$ cat src/rtl/mrisc_alu_pkg.sv
// ---------------------------------------------------------------------------
// mrisc_alu_pkg
//   Shared definitions for the miniRISC ALU and the logic that feeds it:
//   default datapath widths, the ALU-sharing sequencer state encoding,
//   ALU command constants (ALUsel + ALUop pairs) and a small helper that
//   turns a one-hot two-port grant into a port index.
// ---------------------------------------------------------------------------
package mrisc_alu_pkg;

    localparam int ALU_DATA_W = 32;   // operand / result width
    localparam int ALU_OP_W   = 5;    // ALUop width

    // Sequencer states for the shared-ALU controller.
    typedef enum logic [1:0] {
        IDLE = 2'd0,
        EXEC = 2'd1,
        RESP = 2'd2
    } state_e;

    // One ALU command is the {ALUsel, ALUop} pair seen by the ALU.
    typedef struct packed {
        logic                sel;
        logic [ALU_OP_W-1:0] op;
    } alu_cmd_t;

    localparam alu_cmd_t ALU_ADD = '{sel: 1'b0, op: 5'd1};
    localparam alu_cmd_t ALU_SUB = '{sel: 1'b0, op: 5'd2};
    localparam alu_cmd_t ALU_AND = '{sel: 1'b0, op: 5'd3};
    localparam alu_cmd_t ALU_OR  = '{sel: 1'b0, op: 5'd4};
    localparam alu_cmd_t ALU_XOR = '{sel: 1'b0, op: 5'd5};
    localparam alu_cmd_t ALU_SLL = '{sel: 1'b1, op: 5'd1};
    localparam alu_cmd_t ALU_SRL = '{sel: 1'b1, op: 5'd2};

    // Index of the granted port for a grant vector with at most one bit set.
    // Port 1 is the only non-zero index, so bit 1 is the index itself.
    function automatic logic grant_index(input logic [1:0] grant);
        return grant[1];
    endfunction

endpackage

$ cat src/rtl/rr_arb2.sv
// ---------------------------------------------------------------------------
// rr_arb2
//   Two-input round-robin grant, purely combinational. The caller owns the
//   last_grant register and updates it only when a grant is actually taken.
//
//   Ports:
//     req_valid  [1:0] in   per-port request valid
//     last_grant       in   index of the port granted most recently
//     grant      [1:0] out  one-hot grant (or 2'b00 when nobody requests)
// ---------------------------------------------------------------------------
module rr_arb2 (
    input  logic [1:0] req_valid,
    input  logic       last_grant,
    output logic [1:0] grant
);

    always_comb begin
        grant = 2'b00;
        case (req_valid)
            2'b01:   grant = 2'b01;
            2'b10:   grant = 2'b10;
            // Tie: the port that did not win last time goes first.
            2'b11:   grant = last_grant ? 2'b01 : 2'b10;
            default: grant = 2'b00;
        endcase
    end

endmodule

$ cat src/rtl/alu_share_ctrl.sv
// ---------------------------------------------------------------------------
// alu_share_ctrl
//   Shares the single combinational miniRISC ALU between the execute stage
//   (port 0) and the branch/address unit (port 1). A request is accepted on
//   a valid/ready handshake in IDLE, its operands are registered onto the
//   ALU inputs, the ALU result and flags are captured one cycle later, and
//   the captured response is held until the consumer takes it. Grants
//   alternate round-robin when both ports request at once.
//
//   Ports:
//     clk, rst                      clock, async active-high reset
//     req_valid/req_ready [1:0]     per-port request handshake
//     req_a, req_b  [2*DATA_W-1:0]  operands, port i at [i*DATA_W +: DATA_W]
//     req_sel       [1:0]           ALUsel per port
//     req_op        [2*OP_W-1:0]    ALUop per port, same packing as req_a
//     alu_a/alu_b/alu_sel/alu_op    registered command to the shared ALU
//     alu_result, alu_carry/zero/sign  combinational ALU outputs
//     resp_valid/resp_ready         response handshake
//     resp_id                       port that issued the response
//     resp_result, resp_carry/zero/sign  captured ALU outputs
//     busy                          high whenever an operation is in flight
// ---------------------------------------------------------------------------
module alu_share_ctrl
    import mrisc_alu_pkg::*;
#(
    parameter int DATA_W = ALU_DATA_W,
    parameter int OP_W   = ALU_OP_W
) (
    input  logic                  clk,
    input  logic                  rst,

    input  logic [1:0]            req_valid,
    output logic [1:0]            req_ready,
    input  logic [2*DATA_W-1:0]   req_a,
    input  logic [2*DATA_W-1:0]   req_b,
    input  logic [1:0]            req_sel,
    input  logic [2*OP_W-1:0]     req_op,

    output logic [DATA_W-1:0]     alu_a,
    output logic [DATA_W-1:0]     alu_b,
    output logic                  alu_sel,
    output logic [OP_W-1:0]       alu_op,
    input  logic [DATA_W-1:0]     alu_result,
    input  logic                  alu_carry,
    input  logic                  alu_zero,
    input  logic                  alu_sign,

    output logic                  resp_valid,
    input  logic                  resp_ready,
    output logic                  resp_id,
    output logic [DATA_W-1:0]     resp_result,
    output logic                  resp_carry,
    output logic                  resp_zero,
    output logic                  resp_sign,

    output logic                  busy
);

    // ------------------------------------------------------------------
    // State
    // ------------------------------------------------------------------
    state_e              state_q,       state_d;
    logic                last_grant_q,  last_grant_d;
    logic                id_q,          id_d;

    logic [DATA_W-1:0]   alu_a_q,       alu_a_d;
    logic [DATA_W-1:0]   alu_b_q,       alu_b_d;
    logic                alu_sel_q,     alu_sel_d;
    logic [OP_W-1:0]     alu_op_q,      alu_op_d;

    logic [DATA_W-1:0]   resp_result_q, resp_result_d;
    logic                resp_carry_q,  resp_carry_d;
    logic                resp_zero_q,   resp_zero_d;
    logic                resp_sign_q,   resp_sign_d;

    logic [1:0]          grant;
    logic                acc_port;

    // ------------------------------------------------------------------
    // Arbitration
    // ------------------------------------------------------------------
    rr_arb2 u_arb (
        .req_valid  (req_valid),
        .last_grant (last_grant_q),
        .grant      (grant)
    );

    assign acc_port = grant_index(grant);

    // ------------------------------------------------------------------
    // Next-state and outputs
    // ------------------------------------------------------------------
    always_comb begin
        // NOTE: every *_d and every output gets a default before the case,
        // so no path through this block can infer a latch.
        state_d       = state_q;
        last_grant_d  = last_grant_q;
        id_d          = id_q;
        alu_a_d       = alu_a_q;
        alu_b_d       = alu_b_q;
        alu_sel_d     = alu_sel_q;
        alu_op_d      = alu_op_q;
        resp_result_d = resp_result_q;
        resp_carry_d  = resp_carry_q;
        resp_zero_d   = resp_zero_q;
        resp_sign_d   = resp_sign_q;
        req_ready     = 2'b00;

        case (state_q)
            IDLE: begin
                // The flops are already forced to their reset values while
                // rst is high; gating here keeps req_ready quiet as well.
                req_ready = rst ? 2'b00 : grant;
                if (grant != 2'b00) begin
                    alu_a_d      = acc_port ? req_a[DATA_W +: DATA_W] : req_a[0 +: DATA_W];
                    alu_b_d      = acc_port ? req_b[DATA_W +: DATA_W] : req_b[0 +: DATA_W];
                    alu_sel_d    = acc_port ? req_sel[1]              : req_sel[0];
                    alu_op_d     = acc_port ? req_op[OP_W +: OP_W]    : req_op[0 +: OP_W];
                    id_d         = acc_port;
                    last_grant_d = acc_port;
                    state_d      = EXEC;
                end
            end

            EXEC: begin
                // ALU inputs have been stable for a full cycle: capture.
                resp_result_d = alu_result;
                resp_carry_d  = alu_carry;
                resp_zero_d   = alu_zero;
                resp_sign_d   = alu_sign;
                state_d       = RESP;
            end

            RESP: begin
                if (resp_ready) begin
                    state_d = IDLE;
                end
            end

            default: begin
                state_d = IDLE;
            end
        endcase
    end

    // ------------------------------------------------------------------
    // Registers
    // ------------------------------------------------------------------
    always_ff @(posedge clk or posedge rst) begin
        if (rst) begin
            // NOTE: every register here, including the operand and response
            // stages, has a defined reset value so the ALU and the consumer
            // never see X after reset.
            state_q       <= IDLE;
            last_grant_q  <= 1'b1;
            id_q          <= 1'b0;
            alu_a_q       <= '0;
            alu_b_q       <= '0;
            alu_sel_q     <= 1'b0;
            alu_op_q      <= '0;
            resp_result_q <= '0;
            resp_carry_q  <= 1'b0;
            resp_zero_q   <= 1'b0;
            resp_sign_q   <= 1'b0;
        end else begin
            // NOTE: non-blocking assignments so every flop samples the
            // pre-edge value of every other flop.
            state_q       <= state_d;
            last_grant_q  <= last_grant_d;
            id_q          <= id_d;
            alu_a_q       <= alu_a_d;
            alu_b_q       <= alu_b_d;
            alu_sel_q     <= alu_sel_d;
            alu_op_q      <= alu_op_d;
            resp_result_q <= resp_result_d;
            resp_carry_q  <= resp_carry_d;
            resp_zero_q   <= resp_zero_d;
            resp_sign_q   <= resp_sign_d;
        end
    end

    // ------------------------------------------------------------------
    // Output drive
    // ------------------------------------------------------------------
    assign alu_a       = alu_a_q;
    assign alu_b       = alu_b_q;
    assign alu_sel     = alu_sel_q;
    assign alu_op      = alu_op_q;

    assign resp_valid  = (state_q == RESP);
    assign resp_id     = id_q;
    assign resp_result = resp_result_q;
    assign resp_carry  = resp_carry_q;
    assign resp_zero   = resp_zero_q;
    assign resp_sign   = resp_sign_q;

    assign busy        = (state_q != IDLE);

endmodule

$ cat config.mk
export PLATFORM = sky130hd
export DESIGN_NAME = alu_share_ctrl
export DESIGN_NICKNAME = d
export VERILOG_FILES = /design/src/rtl/mrisc_alu_pkg.sv /design/src/rtl/rr_arb2.sv /design/src/rtl/alu_share_ctrl.sv
export SDC_FILE = /design/constraint.sdc
export NUM_CORES = 1
export LEC_CHECK = 0
export ABC_AREA = 0
export CAP_MARGIN = 10
export CORE_ASPECT_RATIO = 0.6
export CORE_MARGIN = 2
export CORE_UTILIZATION = 41
export CTS_BUF_LIST = sky130_fd_sc_hd__clkbuf_2
export DETAILED_ROUTE_END_ITERATION = 16
export GPL_ROUTABILITY_DRIVEN = 1
export PLACE_DENSITY = 0.8
export SETUP_SLACK_MARGIN = 0.15
export SLEW_MARGIN = 10
export SYNTH_ARGS = -nofsm -noshare
export SYNTH_HDL_FRONTEND = slang
export SYNTH_SLANG_ARGS = --single-unit
$ cat constraint.sdc
create_clock -name clk -period 4.95 [get_ports clk]
set_input_delay 0.99 -clock clk [delete_from_list [all_inputs] [get_ports clk]]
set_output_delay 0.99 -clock clk [all_outputs]
set_load 0.01 [all_outputs]
After elaboration in Yosys (flattened, before gate mapping)
Cells that the tools add are included. Widths: inputs -> output; s select.

Register bits: 109. Input bits: 180. Output and inout port bits: 110.

Equal/unequal tests: 7. Muxes and demuxes: 11. Reductions and logical operators: 5.

Operators by type and width (count): $mux 32 (2); $pmux 2 s3 (2); $mux 2 (5); $eq 2x2->1 const B (3); $mux 5 (1); $eq 2x1->1 const B (2); $reduce_and 2->1 (2); $reduce_bool 2->1 (2); $logic_not 2->1 (1); $ne 2x1->1 const B (1); $ne 2x2->1 const B (1); $mux 1 (1).

Longest topological paths before layout
Word-level depth: 5. Depth in mapped cells: 5.

Cells and area by module
A second synthesis with hierarchy kept.

Cell total of the unflattened synthesis: 321. Area, all modules: 5343.9 µm².

By module, submodules not included: alu_share_ctrl (times used 1, cells each 318, area each 5325.1 µm²); rr_arb2 (times used 1, cells each 3, area each 18.8 µm²).

Least setup slack after synthesis
OpenSTA, ideal clock, no wires.

Path kind: input to output. From: input req_valid[1]. To: output req_ready[1]. Data arrival time: 1.787 ns. Slack: 2.173 ns. Stages on the path: 4. Buffers on the path: 2. Cells stage by stage: a21bo_1 -> buf_6 -> buf_12 -> nor3_1.

Longest elaborated chain between the ends: 4. Elaborated cells between the ends (all ways): 6.

RTL lines: from (decl) (line alu_share_ctrl.sv:32) `input logic [1:0] req_valid,`; $eq 2x2->1 / $eq 2x1->1 (equally long branches) (line rr_arb2.sv:19) `case (req_valid)`; $pmux 2 s3 * (line rr_arb2.sv:19); $mux 2 * (line alu_share_ctrl.sv:113) `req_ready = rst ? 2'b00 : grant;`; $mux 2 * (line alu_share_ctrl.sv:109) `case (state_q)`; to (decl) (line alu_share_ctrl.sv:33) `output logic [1:0] req_ready,`.

Every way passes the cells marked *; elsewhere a longest branch is shown, timed or not.

Final worst setup path
Ends and elaborated chain as after synthesis.

==> impl_metrics.env <==
export IMPL_status="complete, no violations"
export IMPL_grt_pass1_wl_um=21700
export IMPL_cts_sinks=109
export IMPL_ctsRootBufferMaster="clkbuf_2"
export IMPL_crit_top_cell="clkdlybuf4s50_1"
export IMPL_worstPathCellList="clkdlybuf4s50_1 -> a21bo_4 -> nor3_1 -> clkdlybuf4s50_1"
export IMPL_antenna_found_initial=0
export IMPL_post_drt_wl_per_cell_um=18.0
export IMPL_timing_final_max_slew_violations=0
export IMPL_drv_cap=0
export IMPL_cts_tree="done"
export IMPL_crit_arrival_ns=2.72
export IMPL_power_internal_w=0.00330
export IMPL_yosys_register_bits=109
export IMPL_crit_path_start_kind="input port"
export IMPL_ctsResizeCount=0
export IMPL_slowest_stage="clkdlybuf4s50_1"
export IMPL_hold_buffers=0
export IMPL_finalPower_w=0.00481
export IMPL_netlist_area_mm2=0.00553
export IMPL_pwr_share_clk_pct=9.8
export IMPL_fin_worst_skew_ns=0.0205
export IMPL_htree_levels=3
export IMPL_p_sw_w=0.00151
export IMPL_syn_avg_cell_area_um2=17.2
export IMPL_ios=290
export IMPL_rsz0062_at_grt="false"
export IMPL_path_class="input port to primary output"
export IMPL_yosysWarningCount=0
export IMPL_hold_path_class="register to register"
export IMPL_relSlewSlack_pct=31.6
export IMPL_setup_viol_count_final=0
export IMPL_final_layout_size_suffix_gt1_share_pct=32.6
export IMPL_switching_share_pct=31.4
export IMPL_first_global_vias=4098
export IMPL_drt_pass1_iterations=3
export IMPL_grt_remaining_overflow=0
export IMPL_grt_max_degree=85
export IMPL_hpwl_um=10400
export IMPL_track_usage_pct=19.5
export IMPL_route_vias_total=3655
export IMPL_cpPeakStageDelay_ns=0.56
export IMPL_design_die_area_mm2=0.0145
export IMPL_seq_area_frac_synth_pct=49.4
export IMPL_gp_congestion=0.838
export IMPL_timing_fmax_mhz=269
export IMPL_rows=32
export IMPL_start_util_pct=42.5
export IMPL_powerDensity_mw_per_mm2=559
export IMPL_tns_ns=0
export IMPL_critPathTopFamily="buffers and inverters"
export IMPL_viasPerCell=4.68
export IMPL_crit_buf_inv=2
export IMPL_die_y_um=93.9
export IMPL_p_leak_nw=3.84
export IMPL_dr_first_iter_drc_count=102
export IMPL_finalCritPeriodShare_pct=75.0
export IMPL_finalWirelength_um=14000
export IMPL_ys_types=19
export IMPL_portBuffers=289
export IMPL_clock_path_buffers=2
export IMPL_seqPwrFrac_pct=33.5
export IMPL_design_core_area_mm2=0.0130
export IMPL_clk_latency_ns=0.58
export IMPL_finalNetCount=786
export IMPL_irDropWorstVdd_v=0.000263
export IMPL_holdWs_ns=0.544
export IMPL_cts_buffers=9
export IMPL_cts_setup_buffers=0
export IMPL_critPathMaxFanout=25
export IMPL_min_period_ns=3.71
export IMPL_route_detailed_drc=0
export IMPL_chipWidth_um=154
export IMPL_power_frac_comb_pct=56.7
export IMPL_area_growth_pct=55.6
export IMPL_cts_reportedPaths_clkPinSlew_ns=0.27
export IMPL_worstMarginPinSlew_ns=1.03
export IMPL_hold_viol_final=0
export IMPL_antenna_cells=0
export IMPL_worst_endpoint_required_ns=3.96
export IMPL_synth_cells=321
export IMPL_critPathCaptureType="primary output"
export IMPL_synth_nets=501
export IMPL_ant_nets=0
stage by stage:
stage | worst slack [ns] | instances | util (%) | area [um2]
after floorplan | 1.09 | 321 | - | 5530
after global placement | 1.22 | 765 | 65.0 | 8460
after detailed placement | 1.23 | 765 | 65.0 | 8460
after CTS | 1.23 | 781 | 66.1 | 8600
after global routing | 1.19 | 781 | 66.1 | 8600
final | 1.24 | 781 | 66.1 | 8600
registers in the layout, summed over array words and instances (netlist names):
signal,cells
alu_a,32
alu_b,32
alu_op,5
alu_sel,1
last_grant_q,1
resp_carry,1
resp_id,1
resp_result,32
resp_sign,1
resp_zero,1
state_q,2
logic make-up (layout without fill, tap and decap cells):
group,count (synthesis),count (layout),synth area share (%)
flip-flops,109,109,49.4
AND/OR/NAND/NOR,5,5,0.475
multiplexers,175,175,44.9
AO/OA/AOI/OAI,7,7,0.815
buffers and inverters,25,315,4.46
Yosys cell counts:
cell type | count | area share [%]
a31oi_1 | 1 | 0.11
clkbuf_1 | 1 | 0.068
inv_1 | 5 | 0.34
a21bo_1 | 1 | 0.18
dfrtp_1 | 108 | 49
o21ai_0 | 2 | 0.18
a21oi_1 | 1 | 0.090
nor2_1 | 1 | 0.068
o22ai_1 | 1 | 0.11
mux2_2 | 39 | 7.9
nor3_1 | 2 | 0.18
mux2_4 | 136 | 37
dfstp_2 | 1 | 0.48
buf_6 | 1 | 0.20
nand2b_1 | 2 | 0.23
buf_2 | 4 | 0.36
buf_12 | 7 | 2.5
buf_4 | 7 | 0.95
o21a_1 | 1 | 0.14
power by group through the flow:
stage               sequential, W  clock [W]  combinational, W
finish                    0.00161   0.000473           0.00272
global route              0.00167   0.000536           0.00287
CTS                       0.00161   0.000497           0.00276
detailed placement        0.00162          0           0.00275
global placement          0.00160          0           0.00271
floorplan                 0.00181          0           0.00130
cells in the final DEF, fill, tap and decap left out, drive strengths merged, types with 2 or more instances in the layout:
cell type and instances:
buf 5, bufinv 2, clkbuf 9, clkdlybuf4s50 289, clkinv 3, dfrtp 108, inv 7, mux2 175
nand2b 2, nor3 2, o21ai 2
per-layer routing:
metal  routed length, um  part of all wire, %  track usage (%)
met1                5740                   41             22.9
met2                6970                   50             33.7
met3                1070                  7.6             7.01
met4                 249                  1.8             6.46
met5                   0                    0                0
worst paths after layout:
kind,from,endpoint,slack [ns],depth (start not counted)
worst max-delay path,req_valid[1],req_ready[1],1.24,4
worst min-delay path,resp_result[10]$_DFFE_PP0N_,resp_result[10]$_DFFE_PP0N_,0.54,1
worst max register to register,last_grant_q$_DFFE_PP1P_,alu_b[22]$_DFFE_PP0P_,2.34,4
worst min register to register,resp_result[10]$_DFFE_PP0N_,resp_result[10]$_DFFE_PP0N_,0.54,1
max in group asynchronous,rst,alu_b[16]$_DFFE_PP0P_,2.96,3
min in group asynchronous,rst,alu_a[15]$_DFFE_PP0P_,1.06,2
final cells by class:
type	instances	area (um2)
fillers	953	4410
repair buffers	294	2930
flip-flops and latches	109	2730
multi-input cells	187	2570
well taps	170	213
clock inverters	7	97.6
clock buffers	9	45.0
inverters	5	21.3
Note: power is estimated with default switching activity, not from simulation.
